`src/rtl/rr_seq_pkg.sv`:
```
// Shared types and helpers for the round-robin sequenced arbiter.
package rr_seq_pkg;

    localparam int unsigned MAX_REQ = 32;

    typedef enum logic [1:0] {
        IDLE,
        ISSUE,
        COMMIT,
        GAP
    } state_t;

    function automatic logic [MAX_REQ-1:0] onehot(input int unsigned idx);
        logic [MAX_REQ-1:0] v;
        v = '0;
        v[idx] = 1'b1;
        return v;
    endfunction

endpackage

```
`src/rtl/rr_seq_arbiter_pick.sv`:
```
// Combinational round-robin picker: first set request after ptr, wrapping.
module rr_pick #(
    parameter int unsigned NREQ = 4
) (
    input  logic [NREQ-1:0]         req,
    input  logic [$clog2(NREQ)-1:0] ptr,
    output logic                    any,
    output logic [$clog2(NREQ)-1:0] idx
);

    localparam int unsigned IW = $clog2(NREQ);

    int unsigned j;

    always_comb begin
        any = 1'b0;
        idx = '0;
        j   = 0;
        for (int unsigned i = 1; i <= NREQ; i++) begin
            j = (32'(ptr) + i) % NREQ;
            if (!any && req[j]) begin
                any = 1'b1;
                idx = j[IW-1:0];
            end
        end
    end

endmodule

```
`src/rtl/rr_seq_arbiter.sv`:
```
// Round-robin controller sharing one a/b/c-sequenced resource between NREQ requesters.
module rr_seq_arbiter #(
    parameter int unsigned NREQ = 4,
    parameter int unsigned GAP  = 0,
    parameter int unsigned CNTW = 16
) (
    input  logic                    clk,
    input  logic                    rst_n,
    input  logic                    en,
    input  logic [NREQ-1:0]         req,
    output logic                    a,
    output logic                    b,
    output logic                    c,
    output logic [NREQ-1:0]         gnt,
    output logic [$clog2(NREQ)-1:0] gnt_id,
    output logic [NREQ-1:0]         done,
    output logic                    busy,
    output logic [CNTW-1:0]         txn_cnt
);

    import rr_seq_pkg::*;

    localparam int unsigned IW = $clog2(NREQ);

    state_t          state, state_n;
    logic [3:0]      gap_cnt, gap_n;
    logic [IW-1:0]   ptr;
    logic            pick_any;
    logic [IW-1:0]   pick_idx;
    logic            start;

    rr_pick #(.NREQ(NREQ)) u_pick (
        .req (req),
        .ptr (ptr),
        .any (pick_any),
        .idx (pick_idx)
    );

    // The final GAP cycle may launch the next pick so the idle stretch is exactly GAP cycles.
    always_comb begin
        state_n = state;
        gap_n   = gap_cnt;
        start   = 1'b0;
        case (state)
            IDLE: begin
                if (en && pick_any) begin
                    state_n = ISSUE;
                    start   = 1'b1;
                end
            end
            ISSUE: state_n = COMMIT;
            COMMIT: begin
                if (GAP > 0) begin
                    state_n = rr_seq_pkg::GAP;
                    gap_n   = '0;
                end else if (en && pick_any) begin
                    state_n = ISSUE;
                    start   = 1'b1;
                end else begin
                    state_n = IDLE;
                end
            end
            rr_seq_pkg::GAP: begin
                if (32'(gap_cnt) == GAP - 1) begin
                    if (en && pick_any) begin
                        state_n = ISSUE;
                        start   = 1'b1;
                    end else begin
                        state_n = IDLE;
                    end
                end else begin
                    gap_n = gap_cnt + 4'd1;
                end
            end
            default: state_n = IDLE;
        endcase
    end

    always_ff @(posedge clk or negedge rst_n) begin
        if (!rst_n) begin
            state   <= IDLE;
            gap_cnt <= '0;
            ptr     <= IW'(NREQ - 1);
            a       <= 1'b0;
            c       <= 1'b0;
            gnt     <= '0;
            gnt_id  <= '0;
            done    <= '0;
            busy    <= 1'b0;
            txn_cnt <= '0;
        end else begin
            state   <= state_n;
            gap_cnt <= gap_n;
            a       <= start;
            c       <= (state == ISSUE);
            gnt     <= start ? NREQ'(onehot(32'(pick_idx))) : '0;
            done    <= (state == ISSUE) ? gnt : '0;
            busy    <= (state_n != IDLE);
            if (start) begin
                ptr    <= pick_idx;
                gnt_id <= pick_idx;
            end
            if (state == ISSUE && txn_cnt != '1)
                txn_cnt <= txn_cnt + CNTW'(1);
        end
    end

    assign b = a;

    ap_a_b:      assert property (@(posedge clk) disable iff (!rst_n) a |-> b);
    ap_a_c:      assert property (@(posedge clk) disable iff (!rst_n) $past(a) |-> c);
    ap_gnt_oh0:  assert property (@(posedge clk) disable iff (!rst_n) $onehot0(gnt));
    ap_c_past_a: assert property (@(posedge clk) disable iff (!rst_n) c |-> $past(a));
    ap_a_gnt:    assert property (@(posedge clk) disable iff (!rst_n) a |-> $onehot(gnt));
    ap_b_eq_a:   assert property (@(posedge clk) disable iff (!rst_n) b == a);

endmodule

```
`config.mk`:
```
export PLATFORM = sky130hd
export DESIGN_NAME = rr_seq_arbiter
export DESIGN_NICKNAME = d
export VERILOG_FILES = /design/src/rtl/rr_seq_pkg.sv /design/src/rtl/rr_seq_arbiter_pick.sv /design/src/rtl/rr_seq_arbiter.sv
export SDC_FILE = /design/constraint.sdc
export NUM_CORES = 1
export LEC_CHECK = 0
export CAP_MARGIN = 20
export CORE_ASPECT_RATIO = 1.2
export CORE_MARGIN = 5
export CORE_UTILIZATION = 33
export DETAILED_ROUTE_END_ITERATION = 8
export PLACE_DENSITY = 0.56
export SETUP_SLACK_MARGIN = 0.05
export SLEW_MARGIN = 20
export SYNTH_ARGS = -nofsm -noshare
export SYNTH_HDL_FRONTEND = slang
export SYNTH_SLANG_ARGS = --single-unit
```
`constraint.sdc`:
```
create_clock -name clk -period 2.44 [get_ports clk]
set_input_delay 0.732 -clock clk [delete_from_list [all_inputs] [get_ports clk]]
set_output_delay 0.732 -clock clk [all_outputs]
set_load 0.01 [all_outputs]
```
==> qor.yml, run 1 <==
run_status: "complete, no violations"
seq_area_frac_synth: 0.5874
clock-skew-final_ps: 7.411
reg2reg_slack_ps: 530
clock_tree.htree_level_count: 2
grt_start_max_net_pins: 34
tritoncts_clock_tree: "built"
critPathLaunchType: "flip-flop"
hold_ws_ps: 455.5
detailed_place.area_sq_um: 1839
die_w_um: 69.67
grt.overflow.total: 0
drv.max_cap_violation_count: 0
synth_cell_types: 34
hold_path_class: "flip-flop to flip-flop"
design.core.area_sq_um: 4197
rr_worst_depth: 4
number_of_setup_buffers_added_after_cts: 0
multiInputGateArea_sq_um: 546.8
clock_insertion_delay_worst_skew_ps: 280
placementRows: 26
die-area_sq_um: 5685
number_of_ports_placed_on_the_die_boundary: 37
timing.final.crit_period_ps: 2013
drt_iter0_drc: 57
arrival_ps: 1280
timing.critical_path.from: "txn_cnt[10]$_DFFE_PN0P_"
topRoutingLayerUsed: "met4"
ff_latch_area_sq_um: 828.3
leakagePower_nw: 0.8657
ordered_cell_list_for_the_critical_path: "clkdlybuf4s50_1"
path_depth: 1
critical_path.n_buffers_inverters: 1
timing.setup.tns_ps: 0
grt_antenna_before_repair: 0
grt_pass1_vias: 1072
timing.critical_path.to_type: "output pin"
final.fill_count: 402
root_buffer: "sky130_fd_sc_hd__clkbuf_8"
share_of_the_clock_period_used_by_the_worst_path_after_layout: 0.8251
ctsLongestPathBuffers: 2
die_h_um: 81.61
cellPowerDensity_nw_per_um2: 960.1
cts_buffer_count: 5
drt-wirelength-per-cell_um: 13.28
syn-mean-instance-area_sq_um: 11.56
yosys_register_bits: 33
syn_nets: 130
max-vdd-ir-drop_mv: 0.4117
max_slew_margin: 0.6390
hold_viol_final: 0
areaGrowthSynthToFinish_pct: 38.95
unrepaired_setup_endpoints_after_global_routing: "no"
grt_first_pass_wirelength_um: 5009
max_freq_mhz: 496.7
post_layout_nonfiller_instances: 221
finalWeightedCongestion: 0.8694
floorplan.initialDensity: 0.3360
critical_path_peak_fanout: 5
worst_setup_hold_path_clk_slew_ps: 70
drt_pass1_iterations: 4
antenna_cells: 0
vias_cell: 4.548
number_of_hold_buffers_added_after_cts: 0
slowest_stage: "sky130_fd_sc_hd__clkdlybuf4s50_1"
max_stage_delay_ps: 570
layout_common_cells: "sky130_fd_sc_hd__clkdlybuf4s50_1 (36), sky130_fd_sc_hd__dfrtp_1 (31), sky130_fd_sc_hd__nand2_1 (12)"
timing.final.max_slew_violations: 0
clock_sink_count: 33
final.setup.worst_slack_ps: 426.7
nNetsFinal: 172
finalCoreUtilization: 0.4669
timing.final.setup_violations: 0
detailroute.wirelength.met3_um: 174
route.layer.met1.wl_um: 1237
syn-cell-area_sq_um: 1410
final_layout_size_suffix_gt1_frac: 0.1091
setup.worst_path.class: "flip-flop to output pin"
timing.rr.end: "txn_cnt[14]$_DFFE_PN0P_"
route.final.wire_length_um: 2935
detailroute.via_count: 1005
power_mw: 1.881
drt_drc_violations_left: 0
worst_slew_pin_slew_ps: 527.8
dr_wl_met2_um: 1469
netlist_instances: 122
timing.critical_path.required_ps: 1710
layout_commonest_cell: "sky130_fd_sc_hd__clkdlybuf4s50_1"
postLayoutCellArea_sq_um: 1959
r2r-start: "state[1]$_DFF_PN0_"
yosysWarningCount: 0
place.port_buffers: 36
post-place-ws_ps: 158.2
cpLargestDelayFamily: "buffers and inverters"
endpoint: "txn_cnt[10]"
ant_nets: 0
grt.total_usage: 0.1125
numPlacedInstances: 213
postCtsResizedCells: 0
==> report_power, final <==
| part | switching [mW] | internal [mW] | total [mW] |
|---|---|---|---|
| Clock | 0.196 | 0.332 | 0.528 |
| Sequential | 0.105 | 0.687 | 0.792 |
| Combinational | 0.260 | 0.302 | 0.562 |
==> state kept, by name (all words and copies together) (netlist names) <==
name,flops
c,1
busy,1
gnt,4
state,2
gnt_id,2
txn_cnt,16
ptr,2
a,1
done,4
==> kinds of logic (layout without fill, tap and decap cells) <==
kind of cell / count (synthesis) / after routing / share of synthesized area
fa+ha+maj: 1 / 1 / 0.008872
xor+xnor: 15 / 15 / 0.09849
compound gates: 18 / 18 / 0.09494
mux: 1 / 1 / 0.007985
buf+inv: 8 / 51 / 0.02484
simple gates: 46 / 46 / 0.1775
flops: 33 / 33 / 0.5874
==> how the worst min path moves through the flow <==
stage | slack (ps) | depth (start not counted) | endpoint | from
final | 460 | 0 | state[1]$_DFF_PN0_ | state[0]$_DFF_PN0_
after global routing | 480 | 0 | state[1]$_DFF_PN0_ | state[0]$_DFF_PN0_
after CTS | 450 | 0 | state[1]$_DFF_PN0_ | state[0]$_DFF_PN0_
after detailed placement | 430 | 0 | state[1]$_DFF_PN0_ | state[0]$_DFF_PN0_
after global placement | 430 | 0 | state[1]$_DFF_PN0_ | state[0]$_DFF_PN0_
after floorplan | 440 | 0 | a$_DFF_PN0_ | rst_n
==> synthesized netlist by cell type, drive strengths merged <==
cell	count	share of area
o21ai	5	0.018
o22ai	1	0.0044
o41a	1	0.0080
a211oi	1	0.0089
and2	5	0.022
a21o	1	0.0053
xnor2	5	0.036
buf	2	0.0089
mux2	1	0.0080
nor3	4	0.014
o41ai	2	0.018
nand2	12	0.032
dfrtp	31	0.55
nor2b	1	0.0044
and4	3	0.019
ha	1	0.0089
xor2	10	0.062
and3	2	0.0089
o21a	3	0.016
a21oi	3	0.011
clkbuf	1	0.0027
nand2b	5	0.022
or4	1	0.0080
a2111oi	1	0.0062
or3	1	0.0044
dfstp	2	0.037
nand3	5	0.021
inv	5	0.013
nor2	6	0.016
nor3b	1	0.0053
==> final cells by class <==
class                           count  share of cell area
Sequential cell                    33              0.4227
Multi-Input combinational cell     81              0.2791
Timing Repair Buffer               38              0.1916
Clock buffer                        6             0.04215
Tap cell                           56             0.03576
Clock inverter                      2             0.01916
Inverter                            5            0.009579
==> metal layers <==
metal  GRT usage  vias up
li1            -      500
met1      0.1176      470
met2      0.2032       28
met5           0        -
met4     0.05172        0
met3     0.04162        7
Note: power is estimated with default switching activity, not from simulation.
==> run 2: changes to the inputs <==
clock period = 1.98 ns   (was 2.44 ns; I/O delays follow)
==> qor.yml, run 2 (synthesized netlist as in run 1, its figures left out) <==
largest_register: "txn_cnt"
hold_path_class: "flip-flop to flip-flop"
grt_pass1_vias: 1095
run_status: "complete, no violations"
layout_commonest_cell: "sky130_fd_sc_hd__clkdlybuf4s50_1"
layout_common_cells: "sky130_fd_sc_hd__clkdlybuf4s50_1 (36), sky130_fd_sc_hd__dfrtp_1 (31), sky130_fd_sc_hd__nand2_1 (12)"
route.final.wire_length_um: 2954
finalWeightedCongestion: 0.9136
timing.critical_path.to_type: "output pin"
design.core.area_sq_um: 4197
hold_viol_final: 0
timing.critical_path.from: "txn_cnt[3]$_DFFE_PN0P_"
drt_drc_violations_left: 0
drt_iter0_drc: 36
vias_cell: 4.665
timing.critical_path.required_ps: 1390
slowest_stage: "sky130_fd_sc_hd__clkdlybuf4s50_1"
drv.max_cap_violation_count: 0
reg2reg_slack_ps: 180
root_buffer: "sky130_fd_sc_hd__clkbuf_8"
ctsLongestPathBuffers: 2
leakagePower_nw: 0.9019
nNetsFinal: 181
areaGrowthSynthToFinish_pct: 42.86
cts_buffer_count: 5
floorplan.initialDensity: 0.3360
number_of_flip_flops_under_the_largest_register_name: 16
cellPowerDensity_nw_per_um2: 1091
endpoint: "txn_cnt[3]"
die_h_um: 81.61
drt_pass1_iterations: 4
critPathLaunchType: "flip-flop"
dp_hpwl_um: 2235
die_w_um: 69.67
setup.worst_path.class: "flip-flop to output pin"
place.port_buffers: 36
number_of_ports_placed_on_the_die_boundary: 37
clock-skew-final_ps: 6.203
max_slew_margin: 0.6633
ordered_cell_list_for_the_critical_path: "clkdlybuf4s50_1"
grt_antenna_before_repair: 0
max-vdd-ir-drop_mv: 0.4884
rr_worst_depth: 5
grt.total_usage: 0.1115
drt-wirelength-per-cell_um: 12.84
final_layout_size_suffix_gt1_frac: 0.1667
grt_start_max_net_pins: 34
critical_path_peak_fanout: 5
hold_ws_ps: 465.2
max_freq_mhz: 533.6
timing.final.setup_violations: 0
worst_slew_pin_slew_ps: 492.3
layout_top_registers: "txn_cnt x16, done x4, gnt x4"
arrival_ps: 1280
tritoncts_clock_tree: "built"
unrepaired_setup_endpoints_after_global_routing: "no"
number_of_setup_buffers_added_after_cts: 0
share_of_the_clock_period_used_by_the_worst_path_after_layout: 0.9465
number_of_hold_buffers_added_after_cts: 0
timing.final.crit_period_ps: 1874
clock_sink_count: 33
grt_first_pass_wirelength_um: 4940
timing.final.max_slew_violations: 0
cpLargestDelayFamily: "buffers and inverters"
placementRows: 26
clock_tree.htree_level_count: 2
antenna_cells: 0
max_stage_delay_ps: 570
power_mw: 2.198
r2r-start: "txn_cnt[7]$_DFFE_PN0P_"
critical_path.n_buffers_inverters: 1
timing.rr.end: "txn_cnt[4]$_DFFE_PN0P_"
grt.overflow.total: 0
path_depth: 1
worst_setup_hold_path_clk_slew_ps: 70
ant_nets: 0
clock_insertion_delay_worst_skew_ps: 280
detailroute.via_count: 1073
postCtsResizedCells: 0
die-area_sq_um: 5685
[run 2: cell type report]
class	count	area, sq um
tap	56	70.07
clock buffer	5	68.82
multi-input combinational	81	555.5
inverter	5	18.77
sequential	33	828.3
clock inverter	3	17.52
timing repair buffer	47	455.4
fill	401	2182
[run 2: power by group]
| group | switching (mW) | total (mW) | internal (mW) | leakage [nW] |
|---|---|---|---|---|
| Combinational | 0.327 | 0.734 | 0.407 | 0.431 |
| Clock | 0.243 | 0.485 | 0.242 | 0.0439 |
| Sequential | 0.133 | 0.980 | 0.846 | 0.427 |
[run 2: stage by stage]
stage / area, sq um / setup WS [ps] / setup TNS (ps) / std cells / utilization
after floorplan: 1410 / 160.6 / 0 / 122 / -
after global placement: 1919 / -66.46 / -165.8 / 222 / 0.4574
after detailed placement: 1919 / -114.2 / -616.6 / 222 / 0.4574
after CTS: 2006 / 81.94 / 0 / 230 / 0.4779
after global routing: 2014 / 56.97 / 0 / 230 / 0.4800
final: 2014 / 105.9 / 0 / 230 / 0.4800
[run 2: worst min path at each step]
stage          cells after the start                  to                from  slack [ps]
6_report                           0  state[1]$_DFF_PN0_  state[0]$_DFF_PN0_         470
5_1_grt                            0  state[1]$_DFF_PN0_  state[0]$_DFF_PN0_         470
4_1_cts                            0  state[1]$_DFF_PN0_  state[0]$_DFF_PN0_         450
3_5_place_dp                       0  state[1]$_DFF_PN0_  state[0]$_DFF_PN0_         430
3_3_place_gp                       0  state[1]$_DFF_PN0_  state[0]$_DFF_PN0_         430
2_1_floorplan                      0         a$_DFF_PN0_               rst_n         300
[run 2: layer usage]
metal | up-vias | global-route usage | wire length (um)
met5 | - | 0 | 0
met4 | 0 | 0.04789 | 61
met3 | 9 | 0.04529 | 178
met2 | 36 | 0.1947 | 1470
met1 | 513 | 0.1209 | 1243
li1 | 515 | - | -
